## src/rtl/cache_mem_arbiter.sv

```systemverilog
// Cache-to-memory arbiter: shares one memory read channel between the
// icache and dcache, and passes dcache writebacks through an independent
// write channel. Read and write sides run concurrently. A dcache read that
// targets the line of an in-flight or same-cycle write is held off so the
// refill never overtakes its own writeback.
module cache_mem_arbiter #(
  parameter int LINE_BEATS = 4
) (
  input  logic         clk,
  input  logic         reset,
  // icache read
  input  logic         ic_rd_req,
  input  logic [2:0]   ic_rd_type,
  input  logic [31:0]  ic_rd_addr,
  output logic         ic_rd_rdy,
  output logic         ic_ret_valid,
  output logic         ic_ret_last,
  output logic [31:0]  ic_ret_data,
  // dcache read
  input  logic         dc_rd_req,
  input  logic [2:0]   dc_rd_type,
  input  logic [31:0]  dc_rd_addr,
  output logic         dc_rd_rdy,
  output logic         dc_ret_valid,
  output logic         dc_ret_last,
  output logic [31:0]  dc_ret_data,
  // dcache write
  input  logic         dc_wr_req,
  input  logic [2:0]   dc_wr_type,
  input  logic [31:0]  dc_wr_addr,
  input  logic [3:0]   dc_wr_wstrb,
  input  logic [127:0] dc_wr_data,
  output logic         dc_wr_rdy,
  // memory read
  output logic         mem_rd_req,
  output logic [2:0]   mem_rd_type,
  output logic [31:0]  mem_rd_addr,
  input  logic         mem_rd_rdy,
  input  logic         mem_ret_valid,
  input  logic         mem_ret_last,
  input  logic [31:0]  mem_ret_data,
  // memory write
  output logic         mem_wr_req,
  output logic [2:0]   mem_wr_type,
  output logic [31:0]  mem_wr_addr,
  output logic [3:0]   mem_wr_wstrb,
  output logic [127:0] mem_wr_data,
  input  logic         mem_wr_rdy,
  input  logic         mem_wr_done,
  // status
  output logic         proto_err
);

  typedef enum logic [1:0] {
    R_IDLE = 2'd0,
    R_REQ  = 2'd1,
    R_RESP = 2'd2
  } rd_state_t;

  typedef enum logic [1:0] {
    W_IDLE = 2'd0,
    W_REQ  = 2'd1,
    W_WAIT = 2'd2
  } wr_state_t;

  localparam logic OWNER_IC = 1'b0;
  localparam logic OWNER_DC = 1'b1;
  localparam logic [7:0] LINE_BEATS_W = 8'(LINE_BEATS);

  rd_state_t      rd_state_r, rd_state_s;
  wr_state_t      wr_state_r, wr_state_s;
  logic           last_grant_r;
  logic           rd_owner_r;
  logic [31:0]    rd_addr_r;
  logic [2:0]     rd_type_r;
  logic [7:0]     beat_cnt_r;
  logic [31:0]    wr_addr_r;
  logic [2:0]     wr_type_r;
  logic [3:0]     wr_wstrb_r;
  logic [127:0]   wr_data_r;
  logic           proto_err_r;

  logic           wr_accept_s;
  logic           line_conflict_s;
  logic           dc_elig_s;
  logic           grant_ic_s;
  logic           grant_dc_s;
  logic           rd_accept_s;
  logic           resp_beat_s;
  logic [7:0]     exp_beats_s;
  logic           beat_err_s;
  logic           stray_err_s;

  assign wr_accept_s = dc_wr_req && (wr_state_r == W_IDLE);
  assign exp_beats_s = (rd_type_r == 3'b100) ? LINE_BEATS_W : 8'd1;
  assign resp_beat_s = (rd_state_r == R_RESP) && mem_ret_valid;
  assign rd_accept_s = grant_ic_s || grant_dc_s;

  // Detect a dcache read hitting the line of a pending or same-cycle write
  always_comb begin
    line_conflict_s = 1'b0;
    if ((wr_state_r != W_IDLE) && (dc_rd_addr[31:4] == wr_addr_r[31:4])) begin
      line_conflict_s = 1'b1;
    end else if (wr_accept_s && (dc_rd_addr[31:4] == dc_wr_addr[31:4])) begin
      line_conflict_s = 1'b1;
    end else begin
      line_conflict_s = 1'b0;
    end
  end

  assign dc_elig_s = dc_rd_req && !line_conflict_s;

  // Read grant: only while idle; a tie goes to whoever lost the last accept
  always_comb begin
    grant_ic_s = 1'b0;
    grant_dc_s = 1'b0;
    if (rd_state_r == R_IDLE) begin
      if (ic_rd_req && dc_elig_s) begin
        if (last_grant_r == OWNER_IC) begin
          grant_dc_s = 1'b1;
        end else begin
          grant_ic_s = 1'b1;
        end
      end else if (ic_rd_req) begin
        grant_ic_s = 1'b1;
      end else if (dc_elig_s) begin
        grant_dc_s = 1'b1;
      end else begin
        grant_ic_s = 1'b0;
        grant_dc_s = 1'b0;
      end
    end else begin
      grant_ic_s = 1'b0;
      grant_dc_s = 1'b0;
    end
  end

  // Read FSM next-state
  always_comb begin
    rd_state_s = rd_state_r;
    case (rd_state_r)
      R_IDLE: begin
        if (rd_accept_s) begin
          rd_state_s = R_REQ;
        end else begin
          rd_state_s = R_IDLE;
        end
      end
      R_REQ: begin
        if (mem_rd_rdy) begin
          rd_state_s = R_RESP;
        end else begin
          rd_state_s = R_REQ;
        end
      end
      R_RESP: begin
        if (mem_ret_valid && mem_ret_last) begin
          rd_state_s = R_IDLE;
        end else begin
          rd_state_s = R_RESP;
        end
      end
      default: rd_state_s = R_IDLE;
    endcase
  end

  // Write FSM next-state
  always_comb begin
    wr_state_s = wr_state_r;
    case (wr_state_r)
      W_IDLE: begin
        if (wr_accept_s) begin
          wr_state_s = W_REQ;
        end else begin
          wr_state_s = W_IDLE;
        end
      end
      W_REQ: begin
        if (mem_wr_rdy) begin
          wr_state_s = W_WAIT;
        end else begin
          wr_state_s = W_REQ;
        end
      end
      W_WAIT: begin
        if (mem_wr_done) begin
          wr_state_s = W_IDLE;
        end else begin
          wr_state_s = W_WAIT;
        end
      end
      default: wr_state_s = W_IDLE;
    endcase
  end

  // Beat-count and stray-event protocol checks
  always_comb begin
    beat_err_s  = 1'b0;
    stray_err_s = 1'b0;
    if (resp_beat_s) begin
      if (mem_ret_last) begin
        beat_err_s = (beat_cnt_r != (exp_beats_s - 8'd1));
      end else begin
        beat_err_s = ((beat_cnt_r + 8'd1) == exp_beats_s);
      end
    end else begin
      beat_err_s = 1'b0;
    end
    if (mem_ret_valid && (rd_state_r != R_RESP)) begin
      stray_err_s = 1'b1;
    end else if (mem_wr_done && (wr_state_r != W_WAIT)) begin
      stray_err_s = 1'b1;
    end else begin
      stray_err_s = 1'b0;
    end
  end

  // Read-side state, latched request fields and beat counter
  always_ff @(posedge clk) begin
    if (reset) begin
      rd_state_r   <= R_IDLE;
      last_grant_r <= OWNER_IC;
      rd_owner_r   <= OWNER_IC;
      rd_addr_r    <= 32'd0;
      rd_type_r    <= 3'd0;
      beat_cnt_r   <= 8'd0;
    end else begin
      rd_state_r <= rd_state_s;
      if (rd_accept_s) begin
        rd_owner_r   <= grant_dc_s;
        last_grant_r <= grant_dc_s;
        rd_addr_r    <= grant_dc_s ? dc_rd_addr : ic_rd_addr;
        rd_type_r    <= grant_dc_s ? dc_rd_type : ic_rd_type;
        beat_cnt_r   <= 8'd0;
      end else if (resp_beat_s) begin
        beat_cnt_r <= beat_cnt_r + 8'd1;
      end else begin
        beat_cnt_r <= beat_cnt_r;
      end
    end
  end

  // Write-side state and latched write fields
  always_ff @(posedge clk) begin
    if (reset) begin
      wr_state_r <= W_IDLE;
      wr_addr_r  <= 32'd0;
      wr_type_r  <= 3'd0;
      wr_wstrb_r <= 4'd0;
      wr_data_r  <= 128'd0;
    end else begin
      wr_state_r <= wr_state_s;
      if (wr_accept_s) begin
        wr_addr_r  <= dc_wr_addr;
        wr_type_r  <= dc_wr_type;
        wr_wstrb_r <= dc_wr_wstrb;
        wr_data_r  <= dc_wr_data;
      end else begin
        wr_addr_r  <= wr_addr_r;
      end
    end
  end

  // Sticky protocol-error flag, cleared only by reset
  always_ff @(posedge clk) begin
    if (reset) begin
      proto_err_r <= 1'b0;
    end else if (beat_err_s || stray_err_s) begin
      proto_err_r <= 1'b1;
    end else begin
      proto_err_r <= proto_err_r;
    end
  end

  assign ic_rd_rdy    = grant_ic_s;
  assign dc_rd_rdy    = grant_dc_s;
  assign dc_wr_rdy    = (wr_state_r == W_IDLE);

  assign mem_rd_req   = (rd_state_r == R_REQ);
  assign mem_rd_addr  = rd_addr_r;
  assign mem_rd_type  = rd_type_r;

  assign mem_wr_req   = (wr_state_r == W_REQ);
  assign mem_wr_addr  = wr_addr_r;
  assign mem_wr_type  = wr_type_r;
  assign mem_wr_wstrb = wr_wstrb_r;
  assign mem_wr_data  = wr_data_r;

  // Return beats go straight through to the owner of the current read
  assign ic_ret_valid = resp_beat_s && (rd_owner_r == OWNER_IC);
  assign dc_ret_valid = resp_beat_s && (rd_owner_r == OWNER_DC);
  assign ic_ret_last  = ic_ret_valid && mem_ret_last;
  assign dc_ret_last  = dc_ret_valid && mem_ret_last;
  assign ic_ret_data  = ic_ret_valid ? mem_ret_data : 32'd0;
  assign dc_ret_data  = dc_ret_valid ? mem_ret_data : 32'd0;

  assign proto_err    = proto_err_r;

endmodule

```

## config.mk

```make
export PLATFORM = sky130hd
export DESIGN_NAME = cache_mem_arbiter
export DESIGN_NICKNAME = d
export VERILOG_FILES = /design/src/rtl/cache_mem_arbiter.sv
export SDC_FILE = /design/constraint.sdc
export NUM_CORES = 1
export LEC_CHECK = 0
export BUFFER_PORTS_ARGS = -buffer_cell sky130_fd_sc_hd__buf_2
export CORE_AREA = 2 2 216 218
export CTS_CLUSTER_DIAMETER = 50
export DETAILED_ROUTE_END_ITERATION = 12
export DIE_AREA = 0 0 218 220
export SLEW_MARGIN = 5
export SYNTH_ARGS = -nofsm -noshare
export SYNTH_HDL_FRONTEND = slang
export SYNTH_SLANG_ARGS = --single-unit
```

## constraint.sdc

```tcl
create_clock -name clk -period 3.5 [get_ports clk]
set_clock_uncertainty 0.05 [all_clocks]
set_input_delay 0.175 -clock clk [delete_from_list [all_inputs] [get_ports clk]]
set_output_delay 0.175 -clock clk [all_outputs]
set_load 0.005 [all_outputs]
```

==> results of run 1 <==
==> cell usage after synthesis (3+ instances only) <==
cell,instances
clkbuf_1,87
dfxtp_1,216
and2_1,66
a21oi_1,175
a311oi_1,4
nor4_1,7
nand2_1,343
a211oi_1,37
xnor2_1,30
o21ai_0,38
buf_1,4
xor2_1,35
nor3_1,13
nor2b_1,4
nor2_1,12
a311oi_2,31
nand4_1,8
buf_2,3
nand3_1,43
==> final timing paths <==
kind / cells past startpoint / start / slack (ns) / to
worst max-delay path: 7 / mem_wr_addr[8] / 0.38 / mem_rd_type[1]
worst min-delay path: 3 / dc_rd_addr[27] / 0.06 / mem_rd_addr[27]
worst max register to register: 7 / mem_wr_addr[8] / 0.38 / mem_rd_type[1]
worst min register to register: 2 / mem_wr_data[38] / 0.40 / mem_wr_data[38]
==> cell families after synthesis <==
logic type | count (synthesis) | synth area share [%]
xor gates and xnor gates | 65 | 6.00
DFF | 216 | 45.6
muxes | 1 | 0.106
and+or+nand+nor | 507 | 23.7
buffers and inverters | 99 | 4.15
AOI/OAI and AO/OA | 297 | 20.4
adders and majority gates | 1 | 0.132
==> timing repair <==
| item | in CTS | in global routing |
|---|---|---|
| hold buffers | 242 | 0 |
| endpoints found under the hold margin | 209 | 0 |
| endpoints found under the setup margin | 0 | 0 |
| gates resized for setup | 0 | 0 |
==> power breakdown <==
group,internal (mW),switching (mW)
Sequential,2.65,0.121
Clock,1.93,1.30
Combinational,0.723,0.813
==> final cells by class <==
class                   count  share of cell area, %
multi-input cells         871                   29.3
repair buffers            818                   33.1
clock buffers              34                   4.92
well taps                 607                   4.64
inverters                   2                 0.0458
clock inverters            22                   1.64
diodes                      1                 0.0153
flip-flops and latches    216                   26.4
==> metrics by stage <==
stage / power (mW) / setup slack [ns] / cells / util [%] / area (um2)
final: 7.53 / 0.381 / 2571 / 35.7 / 16400
after global routing: 7.84 / 0.249 / 2571 / 35.7 / 16400
after detailed placement: 4.06 / 0.822 / 2272 / 28.1 / 12900
after global placement: 4.04 / 0.855 / 2272 / 28.1 / 12900
after CTS: 7.59 / 0.424 / 2570 / 35.7 / 16400
after floorplan: 3.43 / 1.43 / 1186 / - / 9490
==> sequential cells by signal, summed over array words and instances, names as in the netlist <==
name,count
mem_wr_addr,32
mem_wr_wstrb,4
rd_state_r,2
mem_wr_data,128
proto_err,1
beat_cnt_r,8
mem_rd_type,3
rd_owner_r,1
mem_rd_addr,32
wr_state_r,2
mem_wr_type,3
==> worst register-to-register path, delay by kind of cell (launching register included) <==
kind / cells / cell delay [ns]
xor+xnor: 1 / 0.16
compound gates: 3 / 1.28
flops: 1 / 0.33
simple gates: 2 / 0.62
buf+inv: 1 / 0.61
==> per-layer routing <==
layer,global-route usage (%),up-vias,share of wire (%)
li1,-,5523,-
met1,20.0,5565,38
met2,31.5,659,50
met3,3.80,87,8.8
met4,6.73,2,3.5
met5,0,-,0.029
==> metrics.md, run 1 <==
| Metric | Value |
|---|---|
| Worst-Margin Slew | `1.22 ns` |
| Post-DP HPWL | `32.2 mm` |
| Cell area after synthesis | `0.00949 mm2` |
| Clk_lat worst skew | `0.59 ns` |
| H-tree depth | `1` |
| Clock sinks | `216` |
| Nets | `2219` |
| Grt total ovfl | `0` |
| Synth-to-layout area growth | `72.7%` |
| CTS Buf Count | `30` |
| Vias in the first global route | `11.4k` |
| CTS tree | `yes` |
| Cell taking the most area after synthesis | `dfxtp_1` |
| Vias per cell | `4.60` |
| Hold/Removal Path Class | `input port to flop` |
| Multi-input gate area | `0.00480 mm2` |
| I/O pin total | `555` |
| Cell family with most CP delay | `compound AO/OA/AOI/OAI gates` |
| RSZ-0062 raised after global routing | `false` |
| Ys flop type | `dfxtp_1` |
| Worst path bufs/invs | `1` |
| EDFF count, synth | `0` |
| Die area | `0.0480 mm2` |
| Wirelength per Cell | `17.7 um` |
| Setup TNS | `0 ns` |
| Initial Utilization | `20.7%` |
| Final ANT Viol Nets | `0` |
| Largest fanout on the critical path | `44` |
| Synthesized Nets | `1466` |
| Peak Freq | `0.321 GHz` |
| GRT Util Overall | `17.4%` |
| FF+latch area | `0.00432 mm2` |
| Max-slew violation count | `0` |
| Synth Instances | `1186` |
| CP Class | `flop to flop` |
| Clock buffer depth | `3` |
| Root buf cell | `clkbuf_16` |
| Global-route wire length before repair | `65.4 mm` |
| Yosys warns | `0` |
| Drt initial violations | `822` |
| Synth unique cells | `41` |
| Rel. slew slack | `18.7%` |
| Pwr dens | `460 mW/mm2` |
| Floorplan row count | `79` |
| Vias post-DR | `11.8k` |
| Worst Hold Margin | `0.0606 ns` |
| # DRC | `0` |
| Highest cell delay on the worst timing path | `0.61 ns` |
| Fin. Hold Viols | `0` |
| Worst vdd ir | `0.356 mV` |
| Port Buffers | `554` |
| Share of cells above drive strength 1 | `34.2%` |
| Leakage | `7.53 nW` |
| Largest net degree at the start of global routing | `115` |
| Seq/Total Area, Yosys | `45.6%` |
| Clock transition at path regs | `0.06 ns` |
| # fillers | `4561` |
| Final wirelength | `45.4 mm` |
| Min Tclk post-route | `3.12 ns` |
| Final Setup Violations | `0` |
| Die Span X | `218 um` |
| Initial antenna violation count | `2` |
| Cell chain of the critical path | `xor2_1, nor4_1, nand4_1, o21a_2, a21o_2, a311oi_1, dlygate4sd3_1` |
| Max stage delay cell, worst path | `dlygate4sd3_1` |
| Crit. End Element | `flop` |
| Die Ht | `220 um` |
| Core Footprint | `0.0459 mm2` |
| Ys async rst share | `0%` |
| Area contributors post-synth | `dfxtp_1 (46%), nand2_1 (14%), a21oi_1 (9.2%)` |
| Status | `finished clean` |
| Commonest non-fill, non-tap cells in the layout | `buf_2 (553), nand2_1 (342), dlygate4sd3_1 (242)` |
| Setup Buffers After CTS | `0` |
| Synth top area share | `45.6%` |
| Startpoint types | `flop` |
| Max Cap Viol | `0` |
| Mean area per synthesized cell | `8.00 um2` |
| Synth Register Bits | `216` |
| Routability cong. | `0.888` |
| Commonest non-fill, non-tap cell in the layout | `buf_2` |
| Period utilization | `89.1%` |
| Critical path required time | `3.97 ns` |
| Pre-antenna DRT Iters | `10` |
| Worst path arrival time | `3.59 ns` |
No activity file was read; power rests on OpenSTA's default activity.
==> run 2: changes to the inputs <==
==> constraint.sdc (replaced) <==
create_clock -name clk -period 3.5 [get_ports clk]
set_clock_uncertainty 0.05 [all_clocks]
set_input_delay 0.525 -clock clk [delete_from_list [all_inputs] [get_ports clk]]
set_output_delay 0.525 -clock clk [all_outputs]
set_load 0.005 [all_outputs]
==> run 2 against run 1 <==
Against the previous run: cell count decreased by 9.1%; register-to-register slack improved by 0.24 ns; power decreased by 1.1%; clock power increased by 6.2%; core utilization decreased by 5.1 points; sequential cell count unchanged; via count decreased by 9.8%; sequential power about the same; critical path type is now flop to primary output; critical endpoint is now ic_rd_rdy; highest routed layer unchanged.
==> metrics.md, run 2 (synthesis results as in run 1) <==
| Metric | Value |
|---|---|
| Initial Utilization | `20.7% (unchanged)` |
| Vias per cell | `4.57 (was 4.60)` |
| Worst-Margin Slew | `1.23 ns (was 1.22 ns)` |
| Vias post-DR | `10.7k (was 11.8k)` |
| Final wirelength | `42.0 mm (was 45.4 mm)` |
| Max-slew violation count | `0 (unchanged)` |
| CP Class | `flop to primary output (was flop to flop)` |
| Clock buffer depth | `3 (unchanged)` |
| Max stage delay cell, worst path | `nor4_4 (was dlygate4sd3_1)` |
| Grt total ovfl | `0 (unchanged)` |
| Nets | `1985 (was 2219)` |
| Met3 Use GR | `4.53% (was 3.80%)` |
| Pre-antenna DRT Iters | `6 (was 10)` |
| Clock transition at path regs | `0.06 ns (about the same)` |
| Clock sinks | `216 (unchanged)` |
| Core Footprint | `0.0459 mm2 (unchanged)` |
| Period utilization | `86.5% (was 89.1%)` |
| Cell chain of the critical path | `buf_4, nor3b_4, nand4_1, nor4_4, a21oi_1, a21boi_0, buf_2 (was xor2_1, nor4_1, nand4_1, o21a_2, a21o_2, a311oi_1, dlygate4sd3_1)` |
| Fin. Hold Viols | `0 (unchanged)` |
| Final ANT Viol Nets | `0 (unchanged)` |
| Leakage | `6.52 nW (was 7.53 nW)` |
| # DRC | `0 (unchanged)` |
| Setup TNS | `0 ns (unchanged)` |
| Util after Layout | `30.6% (was 35.7%)` |
| Max Cap Viol | `0 (unchanged)` |
| Largest net degree at the start of global routing | `168 (was 115)` |
| Worst r2r path cells | `6 (was 7)` |
| Reg2Reg Setup Slack | `0.62 ns (was 0.38 ns)` |
| Die area | `0.0480 mm2 (unchanged)` |
| Port Buffers | `554 (unchanged)` |
| Critical path required time | `2.92 ns (was 3.97 ns)` |
| Global-route wire length before repair | `60.1 mm (was 65.4 mm)` |
| GRT Util Overall | `16.4% (was 17.4%)` |
| Setup Buffers After CTS | `0 (unchanged)` |
| Min Tclk post-route | `3.03 ns (was 3.12 ns)` |
| Die Span X | `218 um (unchanged)` |
| Worst R2R End | `mem_rd_type[2] (was mem_rd_type[1])` |
| Crit. End Element | `primary output (was flop)` |
| Worst vdd ir | `0.369 mV (was 0.356 mV)` |
| Final Setup Violations | `0 (unchanged)` |
| Vias in the first global route | `9877 (was 11.4k)` |
| Hold_buf cts | `0 (was 242)` |
| Initial antenna violation count | `4 (was 2)` |
| Number of flip-flops in the largest register | `128 (unchanged)` |
| Pwr dens | `530 mW/mm2 (was 460 mW/mm2)` |
| Peak Freq | `0.330 GHz (was 0.321 GHz)` |
| Critical path launch point | `wr_state_r[0] (was mem_wr_addr[8])` |
| Post-DP HPWL | `32.4 mm (was 32.2 mm)` |
| I/O pin total | `555 (unchanged)` |
| CTS Buf Count | `34 (was 30)` |
| Status | `finished clean (unchanged)` |
| Synth-to-layout area growth | `48.1% (was 72.7%)` |
| Met1 Use GR | `19.2% (was 20.0%)` |
| Hold/Removal Path Class | `input port to flop (unchanged)` |
| Layer with the highest usage | `met2 (unchanged)` |
| Commonest non-fill, non-tap cell in the layout | `buf_2 (unchanged)` |
| Clk_lat worst skew | `0.53 ns (was 0.59 ns)` |
| Number of gates resized after CTS | `0 (unchanged)` |
| GR met2 Demand/Resource | `27.7% (was 31.5%)` |
| Routability cong. | `1.01 (was 0.888)` |
| CTS tree | `yes (unchanged)` |
| Rel. slew slack | `18.2% (was 18.7%)` |
| Floorplan row count | `79 (unchanged)` |
| Commonest non-fill, non-tap cells in the layout | `buf_2 (553), nand2_1 (342), dfxtp_1 (216) (was buf_2 (553), nand2_1 (342), dlygate4sd3_1 (242))` |
| Critical Path End | `ic_rd_rdy (was mem_rd_type[1])` |
| Share of cells above drive strength 1 | `39.1% (was 34.2%)` |
| RSZ-0062 raised after global routing | `false (unchanged)` |
| # fillers | `4933 (was 4561)` |
| Worst Hold Margin | `0.181 ns (was 0.0606 ns)` |
| Root buf cell | `clkbuf_16 (unchanged)` |
| Drt initial violations | `781 (was 822)` |
| Startpoint types | `flop (unchanged)` |
| Worst path arrival time | `2.45 ns (was 3.59 ns)` |
| Die Ht | `220 um (unchanged)` |
| H-tree depth | `2 (was 1)` |
| Largest fanout on the critical path | `4 (was 44)` |
| Highest cell delay on the worst timing path | `0.40 ns (was 0.61 ns)` |
| RR Startpoint | `wr_state_r[0] (was mem_wr_addr[8])` |
| Wirelength per Cell | `18.0 um (was 17.7 um)` |
## run 2: area by class of cell
cell class                      count  area [um2]  share of cell area (%)
Antenna cell                        1        2.50                  0.0178
Clock buffer                       42         922                    6.56
Clock inverter                     19         221                    1.58
Inverter                            2        7.51                  0.0534
Multi-Input combinational cell    871        4800                    34.1
Sequential cell                   216        4320                    30.8
Tap cell                          607         759                    5.41
Timing Repair Buffer              580        3010                    21.5
## run 2: worst min path at each step
stage | from | to | depth (start not counted)
2_1_floorplan | mem_wr_addr[0] | mem_wr_addr[0] | 2
3_3_place_gp | mem_wr_data[83] | mem_wr_data[83] | 2
3_5_place_dp | mem_wr_wstrb[3] | mem_wr_wstrb[3] | 2
4_1_cts | dc_wr_data[52] | mem_wr_data[52] | 3
5_1_grt | dc_wr_data[31] | mem_wr_data[31] | 3
6_report | dc_wr_data[125] | mem_wr_data[125] | 3
## run 2: power by group
group	leakage, nW	switching, mW	internal, mW
clock network	0.558	1.29	2.13
registers	1.78	0.118	2.65
logic	4.19	0.745	0.508
total	6.52	2.16	5.29
## run 2: metrics by stage
stage	setup WS, ns	cells	area, um2	power (mW)
after floorplan	1.10	1186	9490	3.43
after global placement	0.494	2276	12900	4.05
after detailed placement	0.470	2276	12900	4.07
after CTS	0.419	2337	14000	7.55
after global routing	0.325	2337	14000	7.77
final	0.471	2338	14000	7.45
## run 2: routing by layer
metal | up-vias | wire (um)
met2 | 593 | 20200
met3 | 93 | 3980
met5 | - | 34
met1 | 4918 | 16300
met4 | 6 | 1540
li1 | 5066 | -
## run 2: critical path, delay by kind of cell, from the launching register on
family          cells  cell delay, ns
simple gates        3            0.95
buf+inv             2            0.30
compound gates      2            0.38
flops               1            0.30
==> run 3: changes to the inputs <==
- CORE_AREA: 2 2 216 218 -> 2 2 213 215
- DIE_AREA: 0 0 218 220 -> 0 0 215 217
- MAX_ROUTING_LAYER: default -> met4
- clock period: 3.5 -> 3.3 ns (I/O delays scaled with it)
==> run 3 against run 2 <==
Against the previous run: die area shrank 2.7%; global-route usage grew 0.44 points; first-iteration DRC count grew 7.6%; design area down 0.48%; via count down 1.9%; register-to-register slack worse by 0.03 ns; cell count down 0.51%; sequential share of layout area grew 0.15 points.
==> metrics.md, run 3 (synthesis results as in run 1) <==
| Metric | Value |
|---|---|
| Status | `finished clean (unchanged)` |
| Min Tclk post-route | `3.09 ns` |
| GRT Util Overall | `16.8% (was 16.4%)` |
| Worst-Margin Slew | `0.807 ns (was 1.23 ns)` |
| Leakage | `6.47 nW (was 6.52 nW)` |
| Die Ht | `217 um (was 220 um)` |
| H-tree depth | `1 (was 2)` |
| Util after Layout | `31.3% (was 30.6%)` |
| # DRC | `0 (unchanged)` |
| Global-route wire length before repair | `59.6 mm (was 60.1 mm)` |
| Largest fanout on the critical path | `10 (was 4)` |
| Finished Layout Cells | `2326 (was 2338)` |
| FF+latch area | `0.00432 mm2 (unchanged)` |
| Clock sinks | `216 (unchanged)` |
| Setup Buffers After CTS | `0 (unchanged)` |
| Core Footprint | `0.0447 mm2 (was 0.0459 mm2)` |
| Largest net degree at the start of global routing | `168 (unchanged)` |
| Dpl ws | `0.545 ns (was 0.470 ns)` |
| Clock buffer depth | `3 (unchanged)` |
| Setup TNS | `0 ns (unchanged)` |
| CTS Buf Count | `30 (was 34)` |
| Max Cap Viol | `0 (unchanged)` |
| Die area | `0.0467 mm2 (was 0.0480 mm2)` |
| Clk_lat worst skew | `0.59 ns (was 0.53 ns)` |
| Tot Pwr | `7.66 mW (was 7.45 mW)` |
| Fin. Hold Viols | `0 (unchanged)` |
| I/O pin total | `555 (unchanged)` |
| Vias per cell | `4.50 (was 4.57)` |
| RSZ-0062 raised after global routing | `false (unchanged)` |
| Vias in the first global route | `9989 (was 9877)` |
| Worst r2r path cells | `7 (was 6)` |
| Post-route cell area | `0.0140 mm2 (about the same)` |
| Worst Hold Margin | `0.0943 ns (was 0.181 ns)` |
| Number of flip-flops in the largest register | `128 (unchanged)` |
| Post-DP HPWL | `31.4 mm (was 32.4 mm)` |
| Nets | `1977 (was 1985)` |
| Crit. End Element | `primary output (unchanged)` |
| Initial antenna violation count | `7 (was 4)` |
| CTS tree | `yes (unchanged)` |
| Pre-antenna DRT Iters | `4 (was 6)` |
| Final Setup Violations | `0 (unchanged)` |
| CP Class | `flop to primary output (unchanged)` |
| Wirelength per Cell | `17.5 um (was 18.0 um)` |
| Worst hold path cell count | `3 (unchanged)` |
| Die Span X | `215 um (was 218 um)` |
| Placed insts | `2265 (was 2276)` |
| Grt total ovfl | `0 (unchanged)` |
| Worst vdd ir | `0.395 mV (was 0.369 mV)` |
| Hold/Removal Path Class | `input port to flop (unchanged)` |
| Routability cong. | `0.909 (was 1.01)` |
| # fillers | `4858 (was 4933)` |
| Synth-to-layout area growth | `47.4% (was 48.1%)` |
| Final ANT Viol Nets | `0 (unchanged)` |
| Period utilization | `93.6%` |
| Rel. slew slack | `46.2% (was 18.2%)` |
| Number of gates resized after CTS | `0 (unchanged)` |
| Final wirelength | `40.6 mm (was 42.0 mm)` |
| Share of cells above drive strength 1 | `38.8% (was 39.1%)` |
| Startpoint types | `flop (unchanged)` |
| Vias post-DR | `10.5k (was 10.7k)` |
| Placed cell areas | `0.0129 mm2 (about the same)` |
| Port Buffers | `554 (unchanged)` |
| Setup WS post-layout | `0.213 ns (was 0.471 ns)` |
| Clock transition at path regs | `0.06 ns (about the same)` |
| Commonest non-fill, non-tap cell in the layout | `buf_2 (unchanged)` |
| Floorplan row count | `78 (was 79)` |
| Drt initial violations | `840 (was 781)` |
| Commonest non-fill, non-tap cells in the layout | `buf_2 (553), nand2_1 (342), dfxtp_1 (216) (unchanged)` |
| Critical path required time | `2.75 ns (was 2.92 ns)` |
| Initial Utilization | `21.2% (was 20.7%)` |
| Worst path arrival time | `2.54 ns (was 2.45 ns)` |
| Root buf cell | `clkbuf_16 (unchanged)` |
| Multi-input gate area | `0.00481 mm2 (was 0.00480 mm2)` |
| Max-slew violation count | `0 (unchanged)` |
| Pwr dens | `548 mW/mm2 (was 530 mW/mm2)` |
| Peak Freq | `0.324 GHz` |
| Hold_buf cts | `0 (unchanged)` |
[run 3: cell types whose count changed in the layout (fill, tap and decap cells not counted), moves of 2 or more]
cell	before	now
buf_4	23	17
clkbuf_16	35	30
diode_2	1	6
inv_6	7	2
buf_12	3	5
clkinv_4	2	4
[run 3: path summary, 6_finish.rpt]
| kind | from | endpoint | slack [ns] |
|---|---|---|---|
| worst max-delay path | mem_wr_addr[17] | ic_rd_rdy | 0.21 |
| worst max register to register | wr_state_r[0] | mem_rd_addr[22] | 0.59 |
| worst min-delay path | dc_wr_data[22] | mem_wr_data[22] | 0.09 |
| worst min register to register | mem_wr_addr[2] | mem_wr_addr[2] | 0.40 |
[run 3: layout make-up]
class,count,area share [%]
tap,600,5.37
timing repair buffer,576,21.5
clock inverter,18,1.83
inverter,2,0.0537
antenna,6,0.107
multi-input combinational,871,34.4
sequential,216,30.9
clock buffer,37,5.77
[run 3: worst max-delay path: stages (launching register included)]
cell and delay (ns):
dfxtp_1 0.35, xor2_1 0.18, nor4_1 0.31, nand4_1 0.27
o21a_2 0.35, a21boi_0 0.32, buf_2 0.19
[run 3: report_power, final]
part           switching (mW)  internal, mW  total [mW]
combinational           0.770         0.544        1.31
clock                    1.33          2.08        3.41
sequential              0.129          2.81        2.94
total                    2.23          5.43        7.66
[run 3: layer usage]
layer | vias to the layer above | GRT usage (%) | share of wire, %
met5 | - | - | 0
met4 | 0 | 5.91 | 3.0
met3 | 66 | 4.39 | 8.5
met2 | 506 | 27.5 | 47
met1 | 4857 | 20.0 | 41
li1 | 5046 | - | -
